**config.mk**
```make
export PLATFORM = sky130hd
export DESIGN_NAME = axis_rr_arbiter
export DESIGN_NICKNAME = d
export VERILOG_FILES = /design/src/rtl/axis_rr_arbiter_pkg.sv /design/src/rtl/rr_select.sv /design/src/rtl/axis_rr_arbiter.sv
export SDC_FILE = /design/constraint.sdc
export NUM_CORES = 1
export LEC_CHECK = 0
export CORE_ASPECT_RATIO = 0.6
export CORE_MARGIN = 2
export CORE_UTILIZATION = 29
export DETAILED_ROUTE_END_ITERATION = 8
export PLACE_DENSITY_LB_ADDON = 0.25
export SLEW_MARGIN = 10
export SYNTH_ARGS = -nofsm -noshare
export SYNTH_HDL_FRONTEND = slang
export SYNTH_SLANG_ARGS = --single-unit
```
**constraint.sdc**
```tcl
create_clock -name aclk -period 2.4 [get_ports aclk]
set_input_delay 0.36 -clock aclk [delete_from_list [all_inputs] [get_ports aclk]]
set_output_delay 0.36 -clock aclk [all_outputs]
set_load 0.1 [all_outputs]
```
**src/rtl/axis_rr_arbiter_pkg.sv**
```systemverilog
`default_nettype none
// ============================================================================
//  Module   : axis_rr_arbiter_pkg
//  Purpose  : Shared state encoding and width helpers for the AXIS arbiter.
//  Revision : 1.0 - initial release
// ============================================================================
package axis_rr_arbiter_pkg;

    localparam logic [0:0] c_st_idle  = 1'b0;
    localparam logic [0:0] c_st_grant = 1'b1;

    // Port-index width; a 2-port arbiter still needs one bit of id.
    function automatic int id_width(input int ports);
        return (ports > 2) ? $clog2(ports) : 1;
    endfunction

    function automatic int cnt_width(input int max_burst);
        return $clog2(max_burst + 1);
    endfunction

endpackage
`default_nettype wire

```
**src/rtl/rr_select.sv**
```systemverilog
`default_nettype none
// ============================================================================
//  Module   : rr_select
//  Purpose  : Combinational round-robin search starting just above 'last'.
//  Revision : 1.0 - initial release
// ============================================================================
module rr_select #(
    parameter int PORTS    = 4,
    parameter int ID_WIDTH = 2
) (
    input  logic [PORTS-1:0]    request,
    input  logic [ID_WIDTH-1:0] last,
    output logic                any,
    output logic [ID_WIDTH-1:0] index
);

    // One spare bit so (last + 1 + offset) never overflows before the wrap.
    localparam int c_sw = ID_WIDTH + 1;

    logic [2*PORTS-1:0] w_dbl;
    logic [PORTS-1:0]   w_rot;
    logic [c_sw-1:0]    w_start;
    logic [c_sw-1:0]    w_off;
    logic [c_sw-1:0]    w_sum;

    assign any     = |request;
    assign w_dbl   = {request, request};
    assign w_start = {1'b0, last} + c_sw'(1);
    assign w_rot   = PORTS'(w_dbl >> w_start);

    always_comb begin
        w_off = '0;
        for (int k = PORTS - 1; k >= 0; k--) begin
            if (w_rot[k]) begin
                w_off = c_sw'(k);
            end
        end
    end

    assign w_sum = w_start + w_off;
    assign index = (w_sum >= c_sw'(PORTS)) ? ID_WIDTH'(w_sum - c_sw'(PORTS))
                                           : ID_WIDTH'(w_sum);

endmodule
`default_nettype wire

```
**src/rtl/axis_rr_arbiter.sv**
```systemverilog
`default_nettype none
// ============================================================================
//  Module   : axis_rr_arbiter
//  Purpose  : Round-robin AXI-Stream merger with per-grant burst cap.
//  Revision : 1.0 - initial release
// ============================================================================
module axis_rr_arbiter
    import axis_rr_arbiter_pkg::*;
#(
    parameter int AXIS_TDATA_WIDTH = 32,
    parameter int PORTS            = 4,
    parameter int MAX_BURST        = 256,
    localparam int ID_WIDTH        = id_width(PORTS)
) (
    input  logic                              aclk,
    input  logic                              aresetn,
    input  logic [PORTS*AXIS_TDATA_WIDTH-1:0] s_axis_tdata,
    input  logic [PORTS-1:0]                  s_axis_tvalid,
    input  logic [PORTS-1:0]                  s_axis_tlast,
    output logic [PORTS-1:0]                  s_axis_tready,
    output logic [AXIS_TDATA_WIDTH-1:0]       m_axis_tdata,
    output logic                              m_axis_tvalid,
    input  logic                              m_axis_tready,
    output logic                              m_axis_tlast,
    output logic [ID_WIDTH-1:0]               m_axis_tid
);

    localparam int c_cw = cnt_width(MAX_BURST);

    logic [0:0]                  r_state;
    logic [ID_WIDTH-1:0]         r_grant;
    logic [ID_WIDTH-1:0]         r_last_grant;
    logic [c_cw-1:0]             r_count;

    logic                        w_any;
    logic [ID_WIDTH-1:0]         w_sel;
    logic                        w_granted;
    logic                        w_hs;
    logic                        w_sel_valid;
    logic                        w_sel_last;
    logic [AXIS_TDATA_WIDTH-1:0] w_sel_data;

    rr_select #(
        .PORTS    (PORTS),
        .ID_WIDTH (ID_WIDTH)
    ) u_rr_select (
        .request (s_axis_tvalid),
        .last    (r_last_grant),
        .any     (w_any),
        .index   (w_sel)
    );

    always_comb begin
        w_sel_valid = 1'b0;
        w_sel_last  = 1'b0;
        w_sel_data  = '0;
        for (int i = 0; i < PORTS; i++) begin
            if (r_grant == ID_WIDTH'(i)) begin
                w_sel_valid = s_axis_tvalid[i];
                w_sel_last  = s_axis_tlast[i];
                w_sel_data  = s_axis_tdata[i*AXIS_TDATA_WIDTH +: AXIS_TDATA_WIDTH];
            end
        end
    end

    assign w_granted     = (r_state == c_st_grant);
    assign m_axis_tvalid = w_granted & w_sel_valid;
    assign m_axis_tlast  = w_granted & w_sel_last;
    assign m_axis_tdata  = w_sel_data;
    assign m_axis_tid    = r_grant;
    assign w_hs          = m_axis_tvalid & m_axis_tready;

    generate
        for (genvar gi = 0; gi < PORTS; gi++) begin : g_ready
            assign s_axis_tready[gi] = w_granted && (r_grant == ID_WIDTH'(gi)) && m_axis_tready;
        end
    endgenerate

    always_ff @(posedge aclk) begin
        if (!aresetn) begin
            r_state      <= c_st_idle;
            r_grant      <= '0;
            r_last_grant <= ID_WIDTH'(PORTS - 1);
            r_count      <= '0;
        end else begin
            case (r_state)
                c_st_idle: begin
                    if (w_any) begin
                        r_grant      <= w_sel;
                        r_last_grant <= w_sel;
                        r_count      <= '0;
                        r_state      <= c_st_grant;
                    end
                end
                c_st_grant: begin
                    if (w_hs) begin
                        r_count <= r_count + c_cw'(1);
                        // Burst cap splits long packets so other ports cannot starve.
                        if (m_axis_tlast || (r_count == c_cw'(MAX_BURST - 1))) begin
                            r_state <= c_st_idle;
                        end
                    end
                end
                default: r_state <= c_st_idle;
            endcase
        end
    end

endmodule
`default_nettype wire

```
; ---- Word level (Yosys, flattened, before mapping)
; Index checks and enable logic that the tools add are counted.
[word_totals]
register_bits = 14
input_bits = 139
out_inout_bits = 40
[classes]
n_addsub = 4
order_cmp = 1
n_eq_ne = 6
n_shift = 1
mux = 24
n_bitwise = 4
reduce_logical = 13
[op_table]
columns = operator, count
row1 = $mux 32, 4
row2 = $mux 9, 2
row3 = $pmux 9 s2, 1
row4 = $mux 1, 11
row5 = $mux 2, 5
row6 = $add 9x1->9 const B, 1
row7 = $eq 9x8->1 const B, 1
row8 = $logic_and 1x1->1, 8
row9 = $shr 8x3->4, 1
row10 = $eq 2x2->1 const B, 2
row11 = $ne 2x1->1 const B, 2
row12 = $reduce_and 2->1, 2
row13 = $reduce_or 4->1, 1
row14 = $add 2x1->3 const B, 1
row15 = $add 3x2->3, 1
row16 = $and 1x1->1, 3
row17 = $ge 3x3->1 const B, 1
row18 = $eq 2x1->1 const B, 1
row19 = $logic_not 2->1, 1
row20 = $pmux 1 s2, 1
row21 = $sub 2x1->2 const B, 1
row22 = $logic_or 1x1->1, 1
row23 = $not 1->1, 1

; ---- Logic depth before layout (Yosys ltp)
; Gate-level depths: netlist of run 1.
[depth]
depth_word = 10
ltp_mapped = 9

; ---- Hierarchy
; From an unflattened synthesis of run 1, not the netlist that was laid out.
[hier_totals]
cells_unflattened = 152
area_unflattened_um2 = 1671.6
[modules_own_cells]
columns = module, instances, cells_each, area_each_um2
row1 = axis_rr_arbiter, 1, 126, 1496.4
row2 = rr_select, 1, 26, 175.2

; ---- Worst setup path after synthesis of run 1
; No wires, ideal clock.
[synth_timing]
path_kind = reg2out
from = register r_grant[1], in the netlist m_axis_tid[1]
to = output s_axis_tready[2]
arrival_time_ns = 3.850
required_ns = 2.040
path_slack_ns = -1.810
stages_incl_launch_ff = 5
path_buffers = 2
cell_sequence = dfxtp_1 > clkbuf_1 > clkbuf_1 > inv_1 > nor3_1
[synth_between]
elab_chain_len = 3
[synth_lines]
columns = item, line
row1 = "start, declared", axis_rr_arbiter.sv:31  ; logic [ID_WIDTH-1:0] r_grant;
row2 = "start signal, assigned", axis_rr_arbiter.sv:89  ; r_grant <= w_sel;
row3 = $eq 2x2->1, axis_rr_arbiter.sv:75  ; assign s_axis_tready[gi] = w_granted && (r_grant == ID_WIDTH'(gi)) && m_axis_tready;
row4 = $logic_and 1x1->1 (2 in a row), axis_rr_arbiter.sv:75
row5 = "end, declared", axis_rr_arbiter.sv:20  ; output logic [PORTS-1:0] s_axis_tready,
; Every way passes these cells.

; ---- Worst setup path after layout of run 1
[layout_timing]
from = input s_axis_tvalid[0]
to = output m_axis_tvalid
[layout_between]
elab_chain_len = 5
[layout_lines]
columns = item, line
row1 = "start, declared", axis_rr_arbiter.sv:18  ; input logic [PORTS-1:0] s_axis_tvalid,
row2 = $mux 1 (4 in a row), axis_rr_arbiter.sv:58  ; if (r_grant == ID_WIDTH'(i)) begin
row3 = $and 1x1->1, axis_rr_arbiter.sv:67  ; assign m_axis_tvalid = w_granted & w_sel_valid;
row4 = "end, declared", axis_rr_arbiter.sv:22  ; output logic m_axis_tvalid,
; Every way passes these cells.

==> run_results.csv, run 1 <==
group,metric,value,unit
sta,hold_viol_final,0,
synth,synth_top_area_share,44.23,%
worst_setup_path,required,2.04,ns
clocking,cts_root_buf,"clkbuf_8",
placed_design,post_dp_cell_area,4033,um^2
worst_setup_path,slowest_stage,"clkdlybuf4s50_1",
floorplan,rows,21,
worst_setup_path,cpPeakStageDelay,0.52,ns
sta,grt_setup_unrepaired,"no",
sta,worst_pin_slew,0.3862,ns
clocking,clock_latency,0.25,ns
clocking,postCtsHoldBufs,0,
clocking,clock-sinks,14,
power_and_ir_drop,p_leak,1.515,nW
synth,avgSynthCellArea,10.98,um^2
worst_setup_path,start_kind,"input pin",
global_route,grt_pass1_vias,2111,
worst_setup_path,cpLargestDelayFamily,"buffers and inverters",
clocking,clock_path_buffers,2,
detailed_routing,route.detailed.drc,0,
global_route,antenna_found_initial,0,
final_layout,register_area,287.8,um^2
synth,yosysWarnings,0,
worst_setup_path,rrSetupSlack,0.26,ns
synth,synthCells,153,
final_layout,final_area,4090,um^2
min_path,holdPathStages,2,
detailed_routing,vias_per_cell,4.993,
clocking,cts_setup_buffers,0,
worst_setup_path,r2r_cells,8,
placed_design,io_buffers,178,
min_path,min_path_type,"reg -> reg",
synth,synthTopCellsByCount,"mux4_2 (33), nor2_1 (15), dfxtp_1 (14)",
global_route,track_usage,24.25,%
floorplan,start_util,30.17,%
detailed_routing,routed_wl,7927,um
final_layout,area_growth,143.4,%
clocking,cts_tree,"built",
final_layout,antennaDiodeCount,0,
worst_setup_path,worst-path-buf-inv,3,
worst_setup_path,cp_max_fo,6,
synth,syn_nets,295,
placed_design,hpwl,7116,um
synth,seq_area_frac_synth,16.68,%
power_and_ir_drop,power_density,821.7,nW/um^2
worst_setup_path,cp-end-kind,"output port",
worst_setup_path,cp_cell_sequence,"clkdlybuf4s50_1 -> buf_4 -> mux4_1 -> and2_1 -> buf_12",
floorplan,coreArea,5570,um^2
floorplan,die_w,102.3,um
power_and_ir_drop,irDropWorstVdd,512.5,uV
clocking,path_clk_slew,0.06,ns
outcome,outcome,"finished, final reports clean",
global_route,grt_first_pass_wirelength,11810,um
synth,ys_ff_latch,14,
sta,period_share,96.44,%
synth,synth_enable_flop_cells,0,
sta,hold_slack,0.5127,ns
min_path,min_to,"r_count[5]",
floorplan,die_h,62.97,um
final_layout,final_nets,479,
synth,synth_ff_type,"dfxtp_1",
synth,synth_most_common_cell,"mux4_2",
final_layout,multi_input_comb_area,1353,um^2
sta,clock.fmax,0.4320,GHz
synth,synthArstFlopShare,0,%
sta,final.min_clock_period,2.315,ns
worst_setup_path,worst_ep_arrival_time,1.95,ns
final_layout,fill_cells,406,
sta,setup_viol,0,
detailed_routing,final_antenna_net_count,0,
detailed_routing,firstDrtPassIters,4,
placed_design,placed_cells,412,
flow_run,cap_violations,0,
final_layout,drive_gt1_share,30.65,%
worst_setup_path,reg2reg_from,"r_last_grant[0]",
detailed_routing,drt_iter0_drc,68,
synth,yosys.cell_types.count,40,
global_route,grt_overflow,0,
floorplan,io_pins,179,
sta,skew,0.001110,ns
floorplan,die-area,6439,um^2
worst_setup_path,r2r-end,"m_axis_tid[1]",
synth,syn-cell-area,1680,um^2
clocking,h-tree-depth,1,
min_path,hold_start,"r_count[5]",
detailed_routing,wl_per_cell,19.06,um
synth,synth_area_leader_cell,"mux4_2",
detailed_routing,vias,2077,
placed_design,gp_congestion,0.8674,
final_layout,finalNonFillerCells,416,
clocking,cts_buffers,3,
sta,final_max_slew_viol_count,0,
sta,slew_headroom,74.02,%
clocking,post_cts_resized,0,
global_route,grt_max_degree,27,
synth,synth.area.top_cells,"mux4_2 (44%), dfxtp_1 (17%), nor2_1 (3.4%), nand3_1 (2.7%), xor2_1 (2.6%)",
worst_setup_path,critPathKind,"in -> out",
==> layer usage <==
metal	GRT usage, %	up-vias	part of all wire, %
li1	-	982	-
met1	31.35	996	40
met2	42.19	92	51
met3	6.376	7	8.0
met4	2.333	0	0.64
met5	0	-	0
==> placed cells by master (no fill, tap or decap), types with 2 or more instances in the layout <==
cell type          n
clkdlybuf4s50_1  138
buf_12            40
mux4_2            33
nor2_1            13
buf_4             13
dfxtp_1           12
nand2_1           10
nand3_1            9
o21ai_0            6
and2_1             5
xor2_1             5
a21oi_1            5
inv_1              4
clkbuf_8           4
nor2_4             3
nor4_1             2
nor3_4             2
and3_1             2
a21o_1             2
nand4_1            2
xnor2_1            2
a21boi_0           2
o211ai_1           2
ha_1               2
dfxtp_4            2
==> area by class of cell <==
type | count | share of cell area (%)
flip-flops and latches | 14 | 7.036
well taps | 80 | 2.447
clock buffers | 4 | 1.346
multi-input cells | 123 | 33.07
repair buffers | 191 | 55.74
inverters | 4 | 0.3671
==> sequential cells by signal, summed over array words and instances (netlist names) <==
| register | flops |
|---|---|
| r_count | 9 |
| m_axis_tid | 2 |
| r_last_grant | 2 |
| r_state | 1 |
==> how the worst max path moves through the flow <==
stage	endpoint	from	cells after the start
final	m_axis_tvalid	s_axis_tvalid[0]	5
after global routing	m_axis_tid[1]	s_axis_tvalid[1]	9
after CTS	m_axis_tvalid	s_axis_tvalid[0]	5
after detailed placement	r_last_grant[1]	s_axis_tvalid[1]	9
after global placement	m_axis_tid[1]	s_axis_tvalid[1]	9
after floorplan	s_axis_tready[2]	m_axis_tid[1]	4
==> power by group <==
part | leakage [nW] | internal (W) | switching [W]
combinational | 1.37 | 0.00116 | 0.00164
clock | 0.0288 | 0.000145 | 0.0000830
sequential | 0.115 | 0.000256 | 0.0000801
==> tightest hold or removal path: cells and delay by family, from the launching register on <==
family	cells	cell delay, ns
xor+xnor	1	0.07
flops	1	0.34
simple gates	1	0.07
==> per-stage QoR <==
| step | setup slack [ns] | utilization, % | total power (W) | TNS (ns) |
|---|---|---|---|---|
| floorplan | -0.04309 | - | 0.002051 | -0.04309 |
| global placement | -0.06080 | 72.39 | 0.003124 | -0.09154 |
| detailed placement | -0.1178 | 72.39 | 0.003149 | -0.2263 |
| CTS | 0.09000 | 73.38 | 0.003381 | 0 |
| global route | 0.005310 | 73.43 | 0.003470 | 0 |
| finish | 0.08534 | 73.43 | 0.003361 | 0 |
==> cells by family (layout without fill, tap and decap cells) <==
kind of cell	count (synthesis)	count (layout)	synth area share, %
xor+xnor	7	7	3.649
compound gates	24	24	9.679
buf+inv	16	199	5.211
flops	14	14	16.68
mux	34	34	45.79
fa+ha+maj	3	3	2.234
simple gates	55	55	16.75
No activity file was read; power rests on OpenSTA's default activity.
==> run 2, diff against run 1 <==
CAP_MARGIN = 25   (was not set)
==> results of run 2 <==
Same layout as run 1: the final DEF is identical, and so are final timing and power.
==> edit 1: new RTL, config.mk and constraints of run 1 <==
`PORTS` is set to 4 in 2 places; all go to 8.
--- a/src/rtl/rr_select.sv
+++ b/src/rtl/rr_select.sv
@@ -5,7 +5,7 @@
 //  Revision : 1.0 - initial release
 // ============================================================================
 module rr_select #(
-    parameter int PORTS    = 4,
+    parameter int PORTS    = 8,
     parameter int ID_WIDTH = 2
 ) (
     input  logic [PORTS-1:0]    request,
--- a/src/rtl/axis_rr_arbiter.sv
+++ b/src/rtl/axis_rr_arbiter.sv
@@ -8,7 +8,7 @@
     import axis_rr_arbiter_pkg::*;
 #(
     parameter int AXIS_TDATA_WIDTH = 32,
-    parameter int PORTS            = 4,
+    parameter int PORTS            = 8,
     parameter int MAX_BURST        = 256,
     localparam int ID_WIDTH        = id_width(PORTS)
 ) (
Interface: changed (5 resized); port bits go from 179 to 320. The function was not compared with the original's and may differ.
==> edit 1 against run 1 <==
  * The flow now finishes with violations (setup timing)
  * Setup slack got worse by 0.48 ns
  * Synthesized area up 130%
  * Global-route usage up 5.0 points
  * Sequential cell count rose by 2
  * Routed wire length rose to 2.8 times the old value
  * Design area rose by 120%
  * First-iteration DRC count increased to 5.8 times the old value
  * Synthesized cell count rose to 3.6 times the old value
  * Non-clock buffer count rose by 219
  * Via count rose to 2.9 times the old value
  * Critical path depth up 9
  * Count of clock-buffer cells in the layout stayed put
  * Maximum frequency is 17% lower
  * Power increased to 2.8 times the old value
==> edit 1: results (changes against run 1) <==
** Power
- The leakage component of the power came to 3.36 nW (was 1.52 nW).
- The maximum ir drop on the vdd rail is 0.918 mV (was 0.512 mV).

** Logic synthesis
- The area share of fa/ha/maj cells after synthesis is 1.50% (was 2.23%).
- The net count after synthesis came to 833 (was 295).
- Xor-xnor portion of the synthesized cell area :: 0% (was 3.65%)
- Proportion of synthesized chip area in sequential cells :: 8.36% (was 16.7%)
- Synthesized-area fraction occupied by ao, oa, aoi and oai cells :: 28.3% (was 9.68%)

** Status
- The checks that failed: setup timing.
- Result of the run :: finished with violations (was completed)

** STA
- Worst Slack Setup Final :: -0.391 ns (was 0.0853 ns)
- Setup violation total in the final timing report :: 4 (was 0)
- Worst clock skew :: 0.00219 ns (was 0.00111 ns)
- Rel. slew slack :: 68.9% (was 74.0%)
- The setup TNS was -0.881 ns (was 0 ns).

** Routing
- Number of optimization iterations in the first detailed-route pass :: 5 (was 4)
- Via density :: 5.49 (was 4.99)

** GRT
- Combined global-route utilization of all metal layers :: 29.2% (was 24.2%)
- Maximum number of pins on one net before global-route repair :: 45 (was 27)
- Met1 track utilization from global routing :: 38.2% (was 31.4%)
- The global routing met2 resource utilization is 51.6% (was 42.2%).

** Worst setup path
- Largest incremental delay on the critical path :: 0.39 ns (was 0.52 ns)
- The worst reg2reg path startpoint is r_last_grant[1]$_SDFFE_PN1P_ (was r_last_grant[0]$_SDFFE_PN1P_).
- Crit Reg-Reg Endpoint :: r_last_grant[2]$_SDFFE_PN1P_ (was m_axis_tid[1]$_SDFFE_PN0P_)
- The length in cells of the worst reg-to-reg path is 14 (was 8).
- The cell with the biggest individual delay on the critical path is dfxtp_4 (was clkdlybuf4s50_1).

** Placement
- Weighted congestion at the end of routability-driven global placement :: 0.955 (was 0.867)

** Final layout
- The share of final-layout standard cells stronger than drive strength 1 was 28.7% (was 30.7%).
## edit 1: changes by cell type after synthesis, sizes merged, moves of 10 or more
cell	run 1	this run
nand2	10	72
mux2i	0	60
a21oi	6	42
nor2	17	53
o21ai	6	37
a22o	0	29
mux4	34	8
buf	6	30
mux2	0	24
nor3	3	27
clkbuf	6	28
o221ai	1	20
o211ai	2	13
nor3b	0	10
## edit 1: cells by family (layout without fill, tap and decap cells)
kind of cell / Yosys count / count (layout)
mux: 92 / 92
buf+inv: 71 / 427
simple gates: 210 / 210
fa+ha+maj: 4 / 4
flops: 16 / 16
compound gates: 161 / 161
## edit 1: repair_timing
| item | 4_1_cts | 5_1_grt |
|---|---|---|
| gates resized for setup | 43 | 31 |
| pin swaps | 10 | 7 |
| setup endpoints to repair | 32 | 27 |
| buffers inserted | 10 | 4 |
## edit 1: metal layers
metal / up-vias / wire [um] / share of wire, %
met5: - / 0 / 0
met4: 0 / 284 / 1.3
met3: 22 / 1580 / 7.1
met2: 271 / 11000 / 49
met1: 2854 / 9360 / 42
li1: 2782 / - / -
## edit 1: worst max path at each step
| stage | startpoint | to |
|---|---|---|
| 6_report | r_last_grant[1]$_SDFFE_PN1P_ | r_last_grant[2]$_SDFFE_PN1P_ |
| 5_1_grt | r_last_grant[1]$_SDFFE_PN1P_ | r_last_grant[2]$_SDFFE_PN1P_ |
| 4_1_cts | r_last_grant[1]$_SDFFE_PN1P_ | r_last_grant[2]$_SDFFE_PN1P_ |
| 3_5_place_dp | s_axis_tvalid[3] | r_last_grant[2]$_SDFFE_PN1P_ |
| 3_3_place_gp | s_axis_tvalid[3] | r_last_grant[2]$_SDFFE_PN1P_ |
| 2_1_floorplan | r_last_grant[1]$_SDFFE_PN1P_ | r_last_grant[2]$_SDFFE_PN1P_ |
## edit 1: power by group
part	leakage (nW)	switching (mW)	internal, mW
clock network	0.0382	0.108	0.226
logic	3.18	4.86	3.66
registers	0.133	0.149	0.329
## edit 1: critical path: cells and delay by family (launching register included)
kind,cells,cell delay [ns]
AO/OA/AOI/OAI,1,0.19
multiplexers,3,0.72
adder cells (fa/ha/maj),2,0.57
AND/OR/NAND/NOR,4,0.44
buffers and inverters,4,0.37
flip-flops,1,0.39
## edit 1: per-stage QoR
step           setup slack, ns  instances  cell area (um^2)
5_1_grt                 -0.509       1080              9030
4_1_cts                 -0.393       1077              8880
6_report                -0.391       1080              9030
3_5_place_dp            -0.897       1063              8630
3_3_place_gp            -0.869       1063              8630
2_1_floorplan           -0.289        554              4470
## edit 1: final cells by class
| type | instances | area [um^2] |
|---|---|---|
| multi-input cells | 467 | 3920 |
| fillers | 1012 | 3820 |
| clock buffers | 4 | 78.8 |
| inverters | 13 | 48.8 |
| well taps | 170 | 213 |
| flip-flops and latches | 16 | 339 |
| repair buffers | 410 | 4430 |
==> edit 2: new RTL, config.mk and constraints of run 1 <==
Made on the original files. Reset style: asynchronous (`aresetn`), changed in one clocked block.
--- a/src/rtl/axis_rr_arbiter.sv
+++ b/src/rtl/axis_rr_arbiter.sv
@@ -76,7 +76,7 @@
         end
     endgenerate
 
-    always_ff @(posedge aclk) begin
+    always_ff @(posedge aclk or negedge aresetn) begin
         if (!aresetn) begin
             r_state      <= c_st_idle;
             r_grant      <= '0;
Behaviour: differs if aresetn is asserted again (counterexample within 4 cycles, from zero or initial values and one cycle with aresetn low); with aresetn held inactive, the same outputs for 10 cycles.
==> edit 2 against run 1 <==
  * Clock skew is 0.0070 ns higher
  * Synthesized area is 1.1% higher
  * Setup slack gained 0.10 ns
  * Routed wire length grew 1.2%
  * Sequential cell count did not move
  * Sequential share of layout area up 1.8 points
  * Design area is 0.52% lower
  * Core utilization down 1.1 points
Power is not compared: it rests on default switching activity, and its combinational part moved more than twofold at a synthesized area within 25%.
==> edit 2: results (changes against run 1) <==
** Placement
- Placed instance area :: 4000 um^2 (was 4030 um^2)
- Half-perimeter wire length after detailed placement :: 6900 um (was 7120 um)
- Weighted congestion at the end of routability-driven global placement :: 0.848 (was 0.867)

** Logic synthesis
- Post-synthesis cell type count :: 40 (unchanged)
- Synthesized-area fraction occupied by ao, oa, aoi and oai cells :: 9.87% (was 9.68%)
- Xor-xnor portion of the synthesized cell area :: 1.03% (was 3.65%)
- Multiplexer share of the synthesized area :: 47.4% (was 45.8%)
- Top cells by instance count after synthesis: mux4_2 (34), nand2_1 (16), dfrtp_1 (12), nor2_1 (12), and2_1 (5) (was mux4_2 (33), nor2_1 (15), dfxtp_1 (14), nand2_1 (10), nand3_1 (9)).
- Post-synthesis adder-cell area fraction :: 2.21% (was 2.23%)
- Ranking of synthesized cells by area :: mux4_2 (45%), dfrtp_1 (18%), nand2_1 (3.5%), dfstp_2 (3.1%), nor2_1 (2.7%) (was mux4_2 (44%), dfxtp_1 (17%), nor2_1 (3.4%), nand3_1 (2.7%), xor2_1 (2.6%))
- Async SR Flop Fraction :: 100% (was 0%)
- Net Count, Synth :: 283 (was 295)
- The share of the yosys chip area belonging to registers was 20.8% (was 16.7%).
- The most common flop cell mapped by yosys is dfrtp_1 (was dfxtp_1).

** Worst setup path
- Critical R2R Launch :: r_last_grant[1]$_DFFE_PN1P_ (was r_last_grant[0]$_SDFFE_PN1P_)
- The reg-to-reg endpoint is r_last_grant[1]$_DFFE_PN1P_ (was m_axis_tid[1]$_SDFFE_PN0P_).
- The slack of the worst reg-to-reg path was 0.53 ns (was 0.26 ns).
- The cell with the biggest individual delay on the critical path was mux4_2 (was clkdlybuf4s50_1).
- The number of buffer and inverter stages on the critical path came to 2 (was 3).
- The startpoint of the most critical setup path is s_axis_tvalid[2] (was s_axis_tvalid[0]).
- Largest incremental delay on the critical path :: 0.57 ns (was 0.52 ns)
- The length in cells of the worst reg-to-reg path was 7 (was 8).
- Critical path peak fanout :: 8 (was 6)

** GRT
- Combined global-route utilization of all metal layers :: 24.3% (was 24.2%)
- The global-route wire length before repair came to 11,800 um (about the same).
- The pin count of the biggest net entering global routing came to 23 (was 27).
- Vias in the first global route :: 2,090 (was 2,111)

** Routing
- The total wire length is 8020 um (was 7930 um).
- The routed via count came to 2,012 (was 2,077).
- Drt initial violations :: 87 (was 68)

** Clocking
- The clock edge transition at the registers on the reported setup and hold paths was 0.06 ns (about the same).
- Setup Buffers After CTS :: 0 (unchanged)

** STA
- The slew at the pin closest to its max-slew limit came to 0.617 ns (was 0.386 ns).
- Worst clock skew :: 0.00813 ns (was 0.00111 ns)

** Min path
- The class of the worst hold path was in2async (was reg2reg).

** Final layout
- The fill cell total of the finished layout was 398 (was 406).
- Nets :: 462 (was 479)
- Share of post-route cells with drive strength above 1 :: 30.4% (was 30.7%)

** Status
- Result of the run :: completed (unchanged)

** Power
- Highest ir drop seen on vdd :: 0.740 mV
edit 2: worst register-to-register path, stage by stage, from the launching register on:
cell and delay [ns]:
dfstp_2 0.63, nand2b_1 0.14, a21boi_0 0.12, o221ai_1 0.19, o21ai_1 0.10, ha_1 0.20
and4b_1 0.21, a211oi_1 0.21
edit 2: per-stage QoR:
stage | setup slack (ns) | cells | hold WS [ns] | total power, mW
final | 0.190 | 399 | 0.496 | 6.39
after global placement | 0.227 | 394 | 0.490 | 6.10
after CTS | 0.0555 | 398 | 0.503 | 6.39
after global routing | 0.139 | 399 | 0.529 | 6.60
after detailed placement | 0.149 | 394 | 0.493 | 6.15
after floorplan | 0.0416 | 141 | 0.0644 | 4.12
edit 2: area by class of cell:
class                   count  area [um^2]  share of cell area (%)
multi-input cells         114         1300                    32.0
flip-flops and latches     14          360                    8.86
inverters                   2         7.51                   0.185
repair buffers            185         2240                    55.1
well taps                  80          100                    2.46
clock buffers               4         55.1                    1.35
edit 2: logic make-up after synthesis:
| logic type | after synthesis |
|---|---|
| buffers and inverters | 13 |
| multiplexers | 38 |
| AND/OR/NAND/NOR | 50 |
| AO/OA/AOI/OAI | 21 |
| adder cells (fa/ha/maj) | 3 |
| flip-flops | 14 |
| XOR/XNOR | 2 |
edit 2: metal layers:
| layer | up-vias | share of wire (%) | global-route usage (%) |
|---|---|---|---|
| met2 | 88 | 50 | 40.3 |
| li1 | 928 | - | - |
| met5 | - | 0 | 0 |
| met1 | 978 | 40 | 32.3 |
| met4 | 0 | 2.7 | 6.41 |
| met3 | 18 | 7.3 | 4.99 |
edit 2: report_power, final:
group          leakage, nW  switching (mW)  total (mW)  internal (mW)
Combinational         1.40            3.46        5.67           2.21
Sequential           0.176           0.166       0.488          0.323
Clock               0.0288          0.0850       0.230          0.145
